### config.mk
export PLATFORM = sky130hd
export DESIGN_NAME = intc_top_ctrl
export DESIGN_NICKNAME = d
export VERILOG_FILES = /design/src/rtl/intc_top_ctrl.sv
export SDC_FILE = /design/constraint.sdc
export NUM_CORES = 1
export LEC_CHECK = 0
export CORE_ASPECT_RATIO = 0.7
export CORE_MARGIN = 1
export CORE_UTILIZATION = 54
export CTS_BUF_LIST = sky130_fd_sc_hd__clkbuf_16
export DETAILED_ROUTE_END_ITERATION = 10
export GPL_TIMING_DRIVEN = 1
export PLACE_DENSITY = 0.8
export SKIP_CTS_REPAIR_TIMING = 1
export SLEW_MARGIN = 20
export SYNTH_ARGS = -nofsm -noshare
export SYNTH_HDL_FRONTEND = slang
export SYNTH_SLANG_ARGS = --single-unit
### constraint.sdc
create_clock -name clk -period 2.28 [get_ports clk]
set_input_delay 0.342 -clock clk [delete_from_list [all_inputs] [get_ports clk]]
set_output_delay 0.342 -clock clk [all_outputs]
set_load 0.02 [all_outputs]
### src/rtl/intc_top_ctrl.sv
// -----------------------------------------------------------------------------
// intc_top_ctrl : four-source memory-mapped interrupt controller.
//   Latches rising edges of done[3:0] as pending interrupts. Arbitrates among
//   enabled pending sources, raises IRQ with the winner's ISR address, and
//   retires the winner on IACK.
//
// Ports:
//   clk, rst_n          clock, asynchronous active-low reset
//   done[3:0]           per-source completion levels (edge detected)
//   IACK                interrupt acknowledge from host
//   input_addr[31:0]    register byte address (bits [5:2] decoded)
//   write_enable        register write strobe
//   write_data[31:0]    register write data
//   read_data[31:0]     combinational register read
//   IRQ                 registered interrupt request
//   isr_addr[31:0]      registered ISR address of the active interrupt
//
// Build option: INTC_ROUND_ROBIN_EN selects rotating priority. When it is
// undefined, priority is fixed with source 0 highest.
// -----------------------------------------------------------------------------
module intc_top_ctrl (
  input  logic        clk,
  input  logic        rst_n,
  input  logic [3:0]  done,
  input  logic        IACK,
  input  logic [31:0] input_addr,
  input  logic        write_enable,
  input  logic [31:0] write_data,
  output logic [31:0] read_data,
  output logic        IRQ,
  output logic [31:0] isr_addr
);

  localparam int unsigned NUM_SRC = 4;
  localparam int unsigned DATA_W  = 32;
  localparam int unsigned SEL_W   = 2;

  localparam logic [3:0] REG_CTRL = 4'h0;
  localparam logic [3:0] REG_MASK = 4'h1;
  localparam logic [3:0] REG_PEND = 4'h2;
  localparam logic [3:0] REG_STAT = 4'h3;

  typedef enum logic {S_IDLE = 1'b0, S_ACTIVE = 1'b1} state_t;

  state_t                   r_state, w_state_nxt;
  logic                     r_gie;
  logic [NUM_SRC-1:0]       r_mask;
  logic [NUM_SRC-1:0]       r_pend;
  logic [NUM_SRC-1:0]       r_done_q;
  logic [DATA_W-1:0]        r_isr [NUM_SRC];
  logic [SEL_W-1:0]         r_sel, w_sel_nxt;
  logic                     r_irq, w_irq_nxt;
  logic [DATA_W-1:0]        r_isr_addr, w_isr_addr_nxt;

  logic [3:0]               w_idx;
  logic                     w_unused;
  logic                     w_wr_ctrl, w_wr_mask, w_wr_pend, w_wr_isr;
  logic                     w_gie_nxt;
  logic [NUM_SRC-1:0]       w_mask_nxt, w_pend_nxt, w_pend_set, w_pend_clr;
  logic [NUM_SRC-1:0]       w_cand, w_sel_oh, w_stat_src;
  logic [SEL_W-1:0]         w_win;
  logic                     w_ack, w_cancel;

  assign w_idx    = input_addr[5:2];
  assign w_unused = ^{input_addr[31:6], input_addr[1:0]};

  // Register write decode
  assign w_wr_ctrl = write_enable && (w_idx == REG_CTRL);
  assign w_wr_mask = write_enable && (w_idx == REG_MASK);
  assign w_wr_pend = write_enable && (w_idx == REG_PEND);
  assign w_wr_isr  = write_enable && (w_idx[3:2] == 2'b01);

  assign w_gie_nxt  = w_wr_ctrl ? write_data[0] : r_gie;
  assign w_mask_nxt = w_wr_mask ? write_data[NUM_SRC-1:0] : r_mask;

  // Pending update: a new edge overrides any clear in the same cycle
  assign w_sel_oh   = NUM_SRC'(4'b0001 << r_sel);
  assign w_ack      = IACK && (r_state == S_ACTIVE);
  assign w_pend_set = done & ~r_done_q;
  assign w_pend_clr = (w_wr_pend ? write_data[NUM_SRC-1:0] : '0) |
                      (w_ack ? w_sel_oh : '0);
  assign w_pend_nxt = (r_pend & ~w_pend_clr) | w_pend_set;

  assign w_cand = r_pend & r_mask & {NUM_SRC{r_gie}};

  // Cancel looks at the values being written this cycle so IRQ drops at the
  // same edge the software change lands
  assign w_cancel = !(w_pend_nxt[r_sel] && w_mask_nxt[r_sel] && w_gie_nxt);

`ifdef INTC_ROUND_ROBIN_EN
  logic [SEL_W-1:0] r_last;

  // Rotating search from r_last+1; scanned backwards so the earliest wins
  always_comb begin
    w_win = '0;
    for (int i = int'(NUM_SRC); i >= 1; i--) begin
      if (w_cand[SEL_W'(r_last + SEL_W'(i))]) w_win = SEL_W'(r_last + SEL_W'(i));
    end
  end

  // Last-served pointer; reset value makes the first search start at 0
  always_ff @(posedge clk or negedge rst_n) begin
    if (!rst_n)     r_last <= SEL_W'(NUM_SRC - 1);
    else if (w_ack) r_last <= r_sel;
  end
`else
  // Fixed priority, source 0 highest
  always_comb begin
    w_win = '0;
    for (int i = int'(NUM_SRC) - 1; i >= 0; i--) begin
      if (w_cand[i]) w_win = SEL_W'(i);
    end
  end
`endif

  // Control/status registers and edge history
  always_ff @(posedge clk or negedge rst_n) begin
    if (!rst_n) begin
      r_gie    <= 1'b0;
      r_mask   <= '0;
      r_pend   <= '0;
      r_done_q <= '0;
    end else begin
      r_gie    <= w_gie_nxt;
      r_mask   <= w_mask_nxt;
      r_pend   <= w_pend_nxt;
      r_done_q <= done;
    end
  end

  // ISR address table
  always_ff @(posedge clk or negedge rst_n) begin
    if (!rst_n) begin
      for (int i = 0; i < int'(NUM_SRC); i++) r_isr[i] <= '0;
    end else if (w_wr_isr) begin
      r_isr[w_idx[1:0]] <= write_data;
    end
  end

  // FSM state register plus its registered outputs
  always_ff @(posedge clk or negedge rst_n) begin
    if (!rst_n) begin
      r_state    <= S_IDLE;
      r_sel      <= '0;
      r_irq      <= 1'b0;
      r_isr_addr <= '0;
    end else begin
      r_state    <= w_state_nxt;
      r_sel      <= w_sel_nxt;
      r_irq      <= w_irq_nxt;
      r_isr_addr <= w_isr_addr_nxt;
    end
  end

  // FSM next state
  always_comb begin
    w_state_nxt = r_state;
    case (r_state)
      S_IDLE:   if (w_cand != '0) w_state_nxt = S_ACTIVE;
      S_ACTIVE: if (w_ack || w_cancel) w_state_nxt = S_IDLE;
      default:  w_state_nxt = S_IDLE;
    endcase
  end

  // FSM outputs; isr_addr is captured once and held through cancel
  always_comb begin
    w_irq_nxt      = r_irq;
    w_sel_nxt      = r_sel;
    w_isr_addr_nxt = r_isr_addr;
    case (r_state)
      S_IDLE: begin
        w_irq_nxt = 1'b0;
        if (w_cand != '0) begin
          w_irq_nxt      = 1'b1;
          w_sel_nxt      = w_win;
          w_isr_addr_nxt = r_isr[w_win];
        end
      end
      S_ACTIVE: if (w_ack || w_cancel) w_irq_nxt = 1'b0;
      default:  w_irq_nxt = 1'b0;
    endcase
  end

  assign w_stat_src = (r_state == S_ACTIVE) ? w_sel_oh : '0;

  // Combinational register read
  always_comb begin
    read_data = '0;
    case (w_idx)
      REG_CTRL:                read_data = {31'b0, r_gie};
      REG_MASK:                read_data = {28'b0, r_mask};
      REG_PEND:                read_data = {28'b0, r_pend};
      REG_STAT:                read_data = {23'b0, r_irq, 4'b0, w_stat_src};
      4'h4, 4'h5, 4'h6, 4'h7:  read_data = r_isr[w_idx[1:0]];
      default:                 read_data = '0;
    endcase
  end

  assign IRQ      = r_irq;
  assign isr_addr = r_isr_addr;

endmodule

Word-level counts from Yosys, hierarchy flattened
Index checks and enable logic that the tools add are counted.

word-level totals
  logic and storage cells = 79
  output and inout bits = 65
  bits in registers = 177
  input bits = 72
  bits in latches = 0
  RAM bits = 0
  memory bits (read-only) = 0
  memories = 0

cells by class
  shift-type cells = 1
  bitwise gates (word level) = 11
  $mul = 0
  mux-type cells = 28
  div/mod/pow operators = 0
  magnitude comparators = 4
  reduce and logical (&&, ||, !) cells = 14
  equality and inequality tests = 9
  add/subtract/negate cells = 0

operator list
  operator               count
  $mux W32               5
  $pmux W32 S5           1
  $bmux W32 S2           2
  $bwmux W128            1
  $demux W32 S2          1
  $and A4 B4 Y4          4
  $eq A4 B3 Y1 const B   4
  $mux W4                4
  $eq A4 B2 Y1 const B   2
  $logic_and A1 B1 Y1    8
  $mux W2                4
  $not A4 Y4             2
  $or A4 B4 Y4           2
  $ge A3 B3 Y1 const B   2
  $mux W1                6
  $not A2 Y3             2
  $bmux W1 S2            2
  $eq A4 B1 Y1 const B   1
  $logic_not A4 Y1       1
  $pmux W1 S2            2
  $reduce_bool A4 Y1     1
  $reduce_or A4 Y1       1
  $shl A1 B2 Y4 const A  1
  $lt A2 B3 Y1 const B   1
  other kinds (7)        7

Longest topological paths before layout
Gate-level depths: netlist of run 1.

  depth in word-level cells = 15
  depth in mapped cells = 7
  mapped depth without buffers = 5

Worst setup path before layout of run 1
No wires, ideal clock.

  path type = in2out
  from = input input_addr[4]
  to = output read_data[0]
  path slack = 0.272 ns
  data arrival time = 1.666 ns
  cell stages on the path = 5
  path buffers = 1
  data required time = 1.938 ns
  cells stage by stage = buf_6 > or2_1 > or3_1 > o32a_1 > nor2_1

on the way
  longest elaborated chain between the ends = 3
  elaborated cells between the ends (all ways) = 10

ends and longest elaborated chain
  item                RTL line  source
  start: declaration  26        input logic [31:0] input_addr,
  $eq A4 B3 Y1        189       case (w_idx)
  $reduce_or A4 Y1    189
  $pmux W32 S5 (*)    189
  end: declaration    29        output logic [31:0] read_data,

Every way passes the cells marked *; elsewhere a longest branch is shown, timed or not.

Worst setup path after layout of run 1
Ends and elaborated chain as after synthesis.

==> results.sh, run 1 <==
export IMPL_cts_sinks=177
export IMPL_numCtsBuffers=17
export IMPL_power_density_nw_per_um2=976
export IMPL_syn_avg_cell_area_um2=14.0
export IMPL_grt_max_degree=62
export IMPL_port_buffers=108
export IMPL_cp_end_kind="output port"
export IMPL_start_util_pct=56.3
export IMPL_grt_overflow=0
export IMPL_report_power_total_uw=10900
export IMPL_syn_num_nets=711
export IMPL_min_path_cells=1
export IMPL_dieArea_um2=17000
export IMPL_grt_first_pass_wirelength_mm=34.1
export IMPL_period_share_pct=101
export IMPL_critPathArrivalTime_ns=1.96
export IMPL_first_iter_violations=367
export IMPL_rows=38
export IMPL_period_needed_ns=2.30
export IMPL_crit_chain="clkdlybuf4s50_1, or2_1, or3_4, o32a_1, nor2_1, buf_4"
export IMPL_wirelength_mm=21.4
export IMPL_num_io_pins=137
export IMPL_worst_pin_slew_ns=0.604
export IMPL_worstSetupStartpointType="input pin"
export IMPL_synth_top_area_cell="dfrtp_1"
export IMPL_ant_nets=0
export IMPL_dp_hpwl_mm=14.7
export IMPL_rsz0062_at_grt="true"
export IMPL_synth_edf_count=0
export IMPL_cts_tree="done"
export IMPL_ctsRootBufferMaster="clkbuf_16"
export IMPL_fp_dieW_um=156
export IMPL_clock_skew_ns=0.00598
export IMPL_firstDrtPassIters=4
export IMPL_n_fill_cell=1086
export IMPL_dpl_worst_slack_ns=-0.527
export IMPL_drc=0
export IMPL_dr_wl_met2_mm=10.2
export IMPL_cp_num_buf_inv=2
export IMPL_worst_path_stages=6
export IMPL_antenna_found_initial=1
export IMPL_clkTransAtPathRegs_ns=0.06
export IMPL_antennaDiodeCount=0
export IMPL_num_vias=5980
export IMPL_synthCells=639
export IMPL_relSlewSlack_pct=59.8
export IMPL_cts_buffer_depth=2
export IMPL_synthTopCellsByArea="dfrtp_1 50%, mux2_2 18%, mux2i_1 11%"
export IMPL_yosys_warnings=0
export IMPL_synth_area_um2=8910
export IMPL_finalMaxSlewViolations=0
export IMPL_power_leakage_uw=0.00554
export IMPL_drive_gt1_share_pct=33.2
export IMPL_cp_slowest_cell="clkdlybuf4s50_1"
export IMPL_hold_path_class="in -> reg"
export IMPL_setup_viol=1
export IMPL_first_global_vias=6247
export IMPL_layout_common_cells="177 x dfrtp_1, 139 x mux2_2, 97 x mux2i_1"
export IMPL_async_reset_ff_share_pct=100
export IMPL_core_area_um2=15800
export IMPL_die_h_um=110
export IMPL_syn_to_final_growth_pct=25.7
export IMPL_wl_met1_mm=9.84
export IMPL_fmax_mhz=434
export IMPL_ys_ff_latch=177
export IMPL_fin_ws_ns=-0.0228
export IMPL_finalHoldViolCount=0
export IMPL_highest_layer="met5"
export IMPL_required_ns=1.94
export IMPL_wl_met3_mm=1.13
export IMPL_via_per_inst=5.92
export IMPL_ir_drop_mv=0.509
export IMPL_synth_distinct_cells=48
export IMPL_htree_levels=4
export IMPL_reg2regPathDepth=6
export IMPL_wire_per_inst_um=21.2
export IMPL_worstSkewPairLatency_ns=0.43
export IMPL_synth_top_flop_cell="dfrtp_1"
export IMPL_crit_fanout=4
export IMPL_nets=850
export IMPL_violations="setup timing"
export IMPL_mostFrequentLayoutCell="dfrtp_1"
export IMPL_ys_seq_area_share_pct=49.7
export IMPL_grtUsageTotal_pct=26.9
export IMPL_synth_top_area_share_pct=49.7
export IMPL_status="complete, but fails checks"
export IMPL_drv_cap=0
export IMPL_crit_family="simple AND/OR/NAND/NOR gates"
export IMPL_crit_type="in -> out"
export IMPL_critPathMaxStageDelay_ns=0.41
export IMPL_gp_congestion=0.840
==> state kept, by name, indices dropped and copies added (netlist names) <==
register and cells:
IRQ 1, isr_addr 32, r_done_q 4, r_gie 1, r_isr 128, r_mask 4
r_pend 4, r_sel 2, r_state 1
==> layer usage <==
| metal | vias up | global-route usage (%) |
|---|---|---|
| met3 | 19 | 6.74 |
| li1 | 2640 | - |
| met2 | 173 | 43.3 |
| met5 | - | 0 |
| met4 | 2 | 7.28 |
| met1 | 3146 | 36.6 |
==> synthesized netlist by cell type (all sizes together) (3+ instances only) <==
| cell | instances |
|---|---|
| mux2 | 157 |
| nor2 | 12 |
| buf | 32 |
| o21ai | 15 |
| mux4 | 32 |
| clkbuf | 8 |
| and2 | 27 |
| a21oi | 3 |
| a22oi | 3 |
| a211oi | 3 |
| nand2 | 21 |
| mux2i | 97 |
| nand2b | 5 |
| inv | 10 |
| dfrtp | 177 |
| nand3 | 4 |
| nor2b | 4 |
| o311ai | 4 |
==> path summary, 6_finish.rpt <==
path	from	endpoint	slack, ns
worst max-delay path	input_addr[4]	read_data[0]	-0.02
worst min-delay path	done[0]	r_done_q[0]$_DFF_PN0_	0.38
worst max register to register	r_pend[2]$_DFF_PN0_	isr_addr[25]$_DFFE_PN0P_	0.19
worst min register to register	r_done_q[1]$_DFF_PN0_	r_pend[1]$_DFF_PN0_	0.44
max in group asynchronous	rst_n	r_isr[115]$_DFFE_PN0P_	1.08
min in group asynchronous	rst_n	isr_addr[5]$_DFFE_PN0P_	0.45
==> cell type report <==
| type | count | area, um^2 | share of cell area (%) |
|---|---|---|---|
| flip-flops and latches | 177 | 4430 | 39.5 |
| multi-input cells | 412 | 4300 | 38.4 |
| repair buffers | 160 | 1680 | 15.0 |
| clock buffers | 17 | 425 | 3.80 |
| well taps | 220 | 275 | 2.46 |
| clock inverters | 14 | 63.8 | 0.569 |
| inverters | 10 | 37.5 | 0.335 |
==> per-stage QoR <==
step / cell area [um^2] / hold WS, ns / std cells / TNS (ns) / util [%]
6_report: 11200 / 0.384 / 1010 / -0.0228 / 70.8
5_1_grt: 11200 / 0.395 / 1010 / -0.177 / 70.8
4_1_cts: 11100 / -0.0811 / 1009 / -7.89 / 70.2
3_5_place_dp: 10600 / 0.370 / 978 / -28.14 / 67.1
3_3_place_gp: 10600 / 0.362 / 978 / -23.04 / 67.1
2_1_floorplan: 8910 / 0.0464 / 639 / 0 / -
==> report_power, final <==
group | leakage [uW] | internal, uW | switching (uW)
clock | 0.000260 | 1340 | 1170
sequential | 0.00217 | 4020 | 660
combinational | 0.00311 | 2070 | 1690
==> cell families (layout without fill, tap and decap cells) <==
family	count (synthesis)	in the layout	share of synthesized area [%]
compound gates	43	43	3.78
simple gates	83	83	5.02
flops	177	177	49.7
buf+inv	50	201	2.71
mux	286	286	38.8
(Power assumes the default switching activity.)
==> inputs of run 2 (changes only) <==
--- a/config.mk
+++ b/config.mk
@@ -7,11 +7,10 @@
 export LEC_CHECK = 0
 export CORE_ASPECT_RATIO = 0.7
 export CORE_MARGIN = 1
-export CORE_UTILIZATION = 54
+export CORE_UTILIZATION = 30
 export CTS_BUF_LIST = sky130_fd_sc_hd__clkbuf_16
 export DETAILED_ROUTE_END_ITERATION = 10
 export GPL_TIMING_DRIVEN = 1
-export PLACE_DENSITY = 0.8
 export SKIP_CTS_REPAIR_TIMING = 1
 export SLEW_MARGIN = 20
 export SYNTH_ARGS = -nofsm -noshare
==> run 2 against run 1 <==
  * The flow now finishes without violations
  * Clock power rose by 13%
  * Combinational power rose by 2%
  * Wire length rose by 5.6%
  * Critical endpoint unchanged
==> results.sh, run 2 (synthesis gave the netlist of run 1 again) <==
export IMPL_setup_viol=0
export IMPL_reg2regPathDepth=6
export IMPL_grtUsageTotal_pct=15.9
export IMPL_period_needed_ns=2.22
export IMPL_top_register="r_isr"
export IMPL_die_h_um=146
export IMPL_port_buffers=108
export IMPL_nets=846
export IMPL_drive_gt1_share_pct=34.2
export IMPL_dp_cells=1132
export IMPL_num_vias=5837
export IMPL_crit_fanout=4
export IMPL_status="completed"
export IMPL_power_leakage_uw=0.00556
export IMPL_core_area_um2=29100
export IMPL_fmax_mhz=450
export IMPL_first_global_vias=6169
export IMPL_crit_type="in -> out"
export IMPL_syn_to_final_growth_pct=30.1
export IMPL_final_cells=1165
export IMPL_worstSkewPairLatency_ns=0.44
export IMPL_r2r_setup_slack_ns=0.27
export IMPL_final_area_um2=11600
export IMPL_worstSetupStartpointType="input pin"
export IMPL_grt_max_degree=75
export IMPL_drv_cap=0
export IMPL_n_fill_cell=2704
export IMPL_cp_slowest_cell="clkdlybuf4s50_1"
export IMPL_worst_pin_slew_ns=0.427
export IMPL_largest_reg_flops=128
export IMPL_first_iter_violations=340
export IMPL_placed_area_um2=10900
export IMPL_ir_drop_mv=0.475
export IMPL_r2r_end="isr_addr[31]$_DFFE_PN0P_"
export IMPL_final_util_pct=39.9
export IMPL_drc=0
export IMPL_antennaDiodeCount=0
export IMPL_via_per_inst=5.01
export IMPL_antenna_found_initial=0
export IMPL_numCtsBuffers=17
export IMPL_hold_path_class="in -> async"
export IMPL_critPathArrivalTime_ns=1.88
export IMPL_fin_setup_tns_ns=0
export IMPL_firstDrtPassIters=4
export IMPL_critPathMaxStageDelay_ns=0.41
export IMPL_cp_num_buf_inv=2
export IMPL_crit_family="simple AND/OR/NAND/NOR gates"
export IMPL_clock_skew_ns=0.00899
export IMPL_num_io_pins=137
export IMPL_layout_common_cells="177 x dfrtp_1, 139 x mux2_2, 97 x mux2i_1"
export IMPL_dieArea_um2=30400
export IMPL_required_ns=1.94
export IMPL_finalMaxSlewViolations=0
export IMPL_cp_end_kind="output port"
export IMPL_start_util_pct=30.7
export IMPL_wirelength_mm=22.7
export IMPL_regArea_um2=4430
export IMPL_rr_startpoint="r_mask[2]$_DFF_PN0_"
export IMPL_htree_levels=4
export IMPL_mostFrequentLayoutCell="dfrtp_1"
export IMPL_fp_dieW_um=208
export IMPL_grt_first_pass_wirelength_mm=36.8
export IMPL_power_density_nw_per_um2=975
export IMPL_rows=52
export IMPL_period_share_pct=97.4
export IMPL_gp_congestion=0.832
export IMPL_ant_nets=0
export IMPL_grt_overflow=0
export IMPL_ctsRootBufferMaster="clkbuf_16"
export IMPL_fin_hold_ws_ns=0.284
export IMPL_cts_buffer_depth=2
export IMPL_rsz0062_at_grt="true"
export IMPL_dp_hpwl_mm=15.4
export IMPL_clkTransAtPathRegs_ns=0.07
export IMPL_cts_tree="done"
export IMPL_cts_sinks=177
export IMPL_crit_chain="clkdlybuf4s50_1, or2_1, or3_4, o32a_1, nor2_1, buf_4"
export IMPL_multi_input_area_um2=4300
export IMPL_relSlewSlack_pct=71.5
export IMPL_finalHoldViolCount=0
export IMPL_wire_per_inst_um=19.4
[run 2: cell count changes in the layout (fill, tap and decap cells not counted), sizes merged]
cell	previous run	this run
inv	16	12
clkinvlp	1	7
bufinv	0	1
buf	55	52
clkinv	7	5
clkbuf	18	17
[run 2: cell type report]
cell class | instances | area share [%]
clock buffers | 17 | 3.67
clock inverters | 15 | 1.18
inverters | 10 | 0.324
multi-input cells | 412 | 37.1
flip-flops and latches | 177 | 38.2
well taps | 378 | 4.08
repair buffers | 156 | 15.5
[run 2: per-stage QoR]
step / total power, uW / setup slack [ns]
after global placement: 8500 / -0.481
after global routing: 12000 / -0.00414
final: 11300 / 0.0600
after detailed placement: 8570 / -0.448
after floorplan: 6920 / 0.272
after CTS: 11500 / -0.457
[run 2: worst max path at each step]
| stage | startpoint | endpoint | cells past startpoint |
|---|---|---|---|
| 6_report | input_addr[5] | read_data[0] | 6 |
| 5_1_grt | r_isr[1]$_DFFE_PN0P_ | read_data[1] | 4 |
| 4_1_cts | input_addr[4] | read_data[0] | 6 |
| 3_5_place_dp | input_addr[4] | read_data[0] | 6 |
| 3_3_place_gp | input_addr[4] | read_data[0] | 6 |
| 2_1_floorplan | input_addr[4] | read_data[0] | 5 |
[run 2: metal layers]
metal | up-vias | GRT usage, % | share of wire (%)
met2 | 124 | 24.1 | 45
met5 | - | 0 | 0
met1 | 3052 | 22.7 | 49
li1 | 2641 | - | -
met3 | 20 | 3.36 | 4.6
met4 | 0 | 4.59 | 1.4
[run 2: worst reg2reg max path, stage by stage, from the launching register on]
cell and delay (ns):
dfrtp_1 0.41, a22o_1 0.27, nand4_1 0.23, buf_12 0.33, mux2i_1 0.24, mux2i_1 0.13
mux2_2 0.29
[run 2: where the power goes]
group,internal (uW),total (uW),switching (uW)
clock,1510,2830,1320
sequential,4010,4650,633
combinational,2130,3830,1700
total,7650,11300,3660
==> inputs of run 3 (changes only) <==
--- a/config.mk
+++ b/config.mk
@@ -12,7 +12,6 @@
 export DETAILED_ROUTE_END_ITERATION = 10
 export GPL_TIMING_DRIVEN = 1
 export SKIP_CTS_REPAIR_TIMING = 1
-export SLEW_MARGIN = 20
 export SYNTH_ARGS = -nofsm -noshare
 export SYNTH_HDL_FRONTEND = slang
 export SYNTH_SLANG_ARGS = --single-unit
==> constraint.sdc (replaced) <==
create_clock -name clk -period 2.28 [get_ports clk]
set_input_delay 0.456 -clock clk [delete_from_list [all_inputs] [get_ports clk]]
set_output_delay 0.456 -clock clk [all_outputs]
set_load 0.02 [all_outputs]
==> run 3 against run 2 <==
  * The flow now finishes with violations (hold timing, setup timing)
  * Utilization up 0.24 points
  * Final cell count up 1.1%
  * Clock skew is essentially flat
  * Worst hold slack worse by 0.31 ns
  * Wire length fell by 0.31%
  * Global-route usage down 0.16 points
  * Register-to-register slack better by 0.02 ns
  * First-iteration DRC count is 42% lower
  * Highest routed layer unchanged
==> results.sh, run 3 (synthesis gave the netlist of run 1 again) <==
export IMPL_wl_met1_mm=11.2
export IMPL_grt_overflow=0
export IMPL_grtUsageTotal_pct=15.7
export IMPL_top_register="r_isr"
export IMPL_required_ns=1.82
export IMPL_startpoint="r_isr[1]$_DFFE_PN0P_"
export IMPL_status="complete, but fails checks"
export IMPL_cts_buffer_depth=2
export IMPL_worst_pin_slew_ns=0.539
export IMPL_crit_type="reg -> out"
export IMPL_rows=52
export IMPL_first_iter_violations=196
export IMPL_drv_cap=0
export IMPL_worstSetupEndpoint="read_data[1]"
export IMPL_num_io_pins=137
export IMPL_r2r_setup_slack_ns=0.29
export IMPL_syn_to_final_growth_pct=30.8
export IMPL_r2r_end="isr_addr[31]$_DFFE_PN0P_"
export IMPL_placed_area_um2=11000
export IMPL_cp_end_kind="output port"
export IMPL_die_h_um=146
export IMPL_port_buffers=108
export IMPL_layout_common_cells="177 x dfrtp_1, 139 x mux2_2, 97 x mux2i_1"
export IMPL_setup_viol=2
export IMPL_crit_fanout=3
export IMPL_relSlewSlack_pct=64.1
export IMPL_dp_hpwl_mm=15.6
export IMPL_critPathArrivalTime_ns=1.84
export IMPL_worstSetupStartpointType="flop"
export IMPL_cts_tree="done"
export IMPL_dr_wl_met2_mm=10.1
export IMPL_htree_levels=4
export IMPL_wire_per_inst_um=19.2
export IMPL_antenna_found_initial=0
export IMPL_violations="hold timing, setup timing"
export IMPL_dieArea_um2=30400
export IMPL_mostFrequentLayoutCell="dfrtp_1"
export IMPL_reg2regPathDepth=6
export IMPL_rr_startpoint="r_pend[2]$_DFF_PN0_"
export IMPL_finalHoldViolCount=16
export IMPL_gp_congestion=0.830
export IMPL_drc=0
export IMPL_cts_sinks=177
export IMPL_fp_dieW_um=208
export IMPL_ir_drop_mv=0.469
export IMPL_grt_max_degree=52
export IMPL_hold_path_class="in -> async"
export IMPL_worstSkewPairLatency_ns=0.43
export IMPL_largest_reg_flops=128
export IMPL_fin_ws_ns=-0.0180
export IMPL_via_per_inst=4.91
export IMPL_numCtsBuffers=17
export IMPL_antennaDiodeCount=0
export IMPL_wirelength_mm=22.6
export IMPL_grt_first_pass_wirelength_mm=36.6
export IMPL_start_util_pct=30.7
export IMPL_period_share_pct=101
export IMPL_highest_layer="met4"
export IMPL_final_util_pct=40.1
export IMPL_nets=859
export IMPL_rsz0062_at_grt="true"
export IMPL_drive_gt1_share_pct=36.0
export IMPL_ant_nets=0
export IMPL_clkTransAtPathRegs_ns=0.07
export IMPL_num_vias=5781
export IMPL_power_leakage_uw=0.00561
export IMPL_core_area_um2=29100
export IMPL_finalMaxSlewViolations=0
export IMPL_final_area_um2=11700
export IMPL_power_density_nw_per_um2=971
export IMPL_wl_met3_um=928
export IMPL_final_cells=1178
export IMPL_dp_cells=1145
export IMPL_fmax_mhz=435
export IMPL_first_global_vias=6217
export IMPL_period_needed_ns=2.30
export IMPL_clock_skew_ns=0.00933
export IMPL_fin_setup_tns_ns=-0.0202
export IMPL_fin_hold_ws_ns=-0.0242
export IMPL_ctsRootBufferMaster="clkbuf_16"
export IMPL_firstDrtPassIters=4
-- run 3: changes by cell type in the layout (fill, tap and decap cells not counted), sizes merged --
| cell | previous run | this run |
|---|---|---|
| clkinv | 5 | 7 |
| clkbuf | 17 | 19 |
| clkinvlp | 7 | 4 |
| dlygate4sd3 | 1 | 0 |
| buf | 52 | 67 |
| dlymetal6s2s | 30 | 29 |
| clkdlybuf4s50 | 73 | 71 |
| inv | 12 | 13 |
-- run 3: where the power goes --
group	switching [uW]	total, uW	internal [uW]
registers	624	4640	4010
logic	1720	3880	2160
clock network	1300	2820	1510
total	3640	11300	7690
-- run 3: area by class of cell --
class	instances	area, um^2
repair buffers	169	1860
well taps	378	473
clock buffers	17	425
multi-input cells	412	4310
clock inverters	15	135
inverters	10	37.5
flip-flops and latches	177	4430
fillers	2751	17400
-- run 3: metrics by stage --
step	power [uW]	setup slack, ns	hold WS [ns]
floorplan	6920	0.0441	0.160
global placement	8540	-0.696	0.429
detailed placement	8600	-0.694	0.435
CTS	11500	-0.706	-0.00833
global route	12000	-0.116	0.00389
finish	11300	-0.0180	-0.0242
-- run 3: worst min path at each step --
| stage | slack, ns | from | endpoint | cells after the start |
|---|---|---|---|---|
| 6_report | -0.02 | rst_n | r_isr[28]$_DFFE_PN0P_ | 1 |
| 5_1_grt | 0.004 | rst_n | isr_addr[19]$_DFFE_PN0P_ | 1 |
| 4_1_cts | -0.008 | rst_n | isr_addr[19]$_DFFE_PN0P_ | 1 |
| 3_5_place_dp | 0.43 | r_done_q[1]$_DFF_PN0_ | r_pend[1]$_DFF_PN0_ | 1 |
| 3_3_place_gp | 0.43 | r_done_q[1]$_DFF_PN0_ | r_pend[1]$_DFF_PN0_ | 1 |
| 2_1_floorplan | 0.16 | rst_n | IRQ$_DFFE_PN0P_ | 0 |
-- run 3: routing by layer --
layer | GRT usage (%) | vias to the layer above
li1 | - | 2672
met3 | 3.53 | 23
met1 | 22.1 | 2961
met4 | 4.56 | 0
met5 | 0 | -
met2 | 24.1 | 125
-- run 3: worst max-delay path, stage by stage (launching register included) --
cell and delay, ns:
dfrtp_1 0.40, mux4_2 0.53, a221oi_2 0.26, nor2_1 0.07, buf_4 0.16
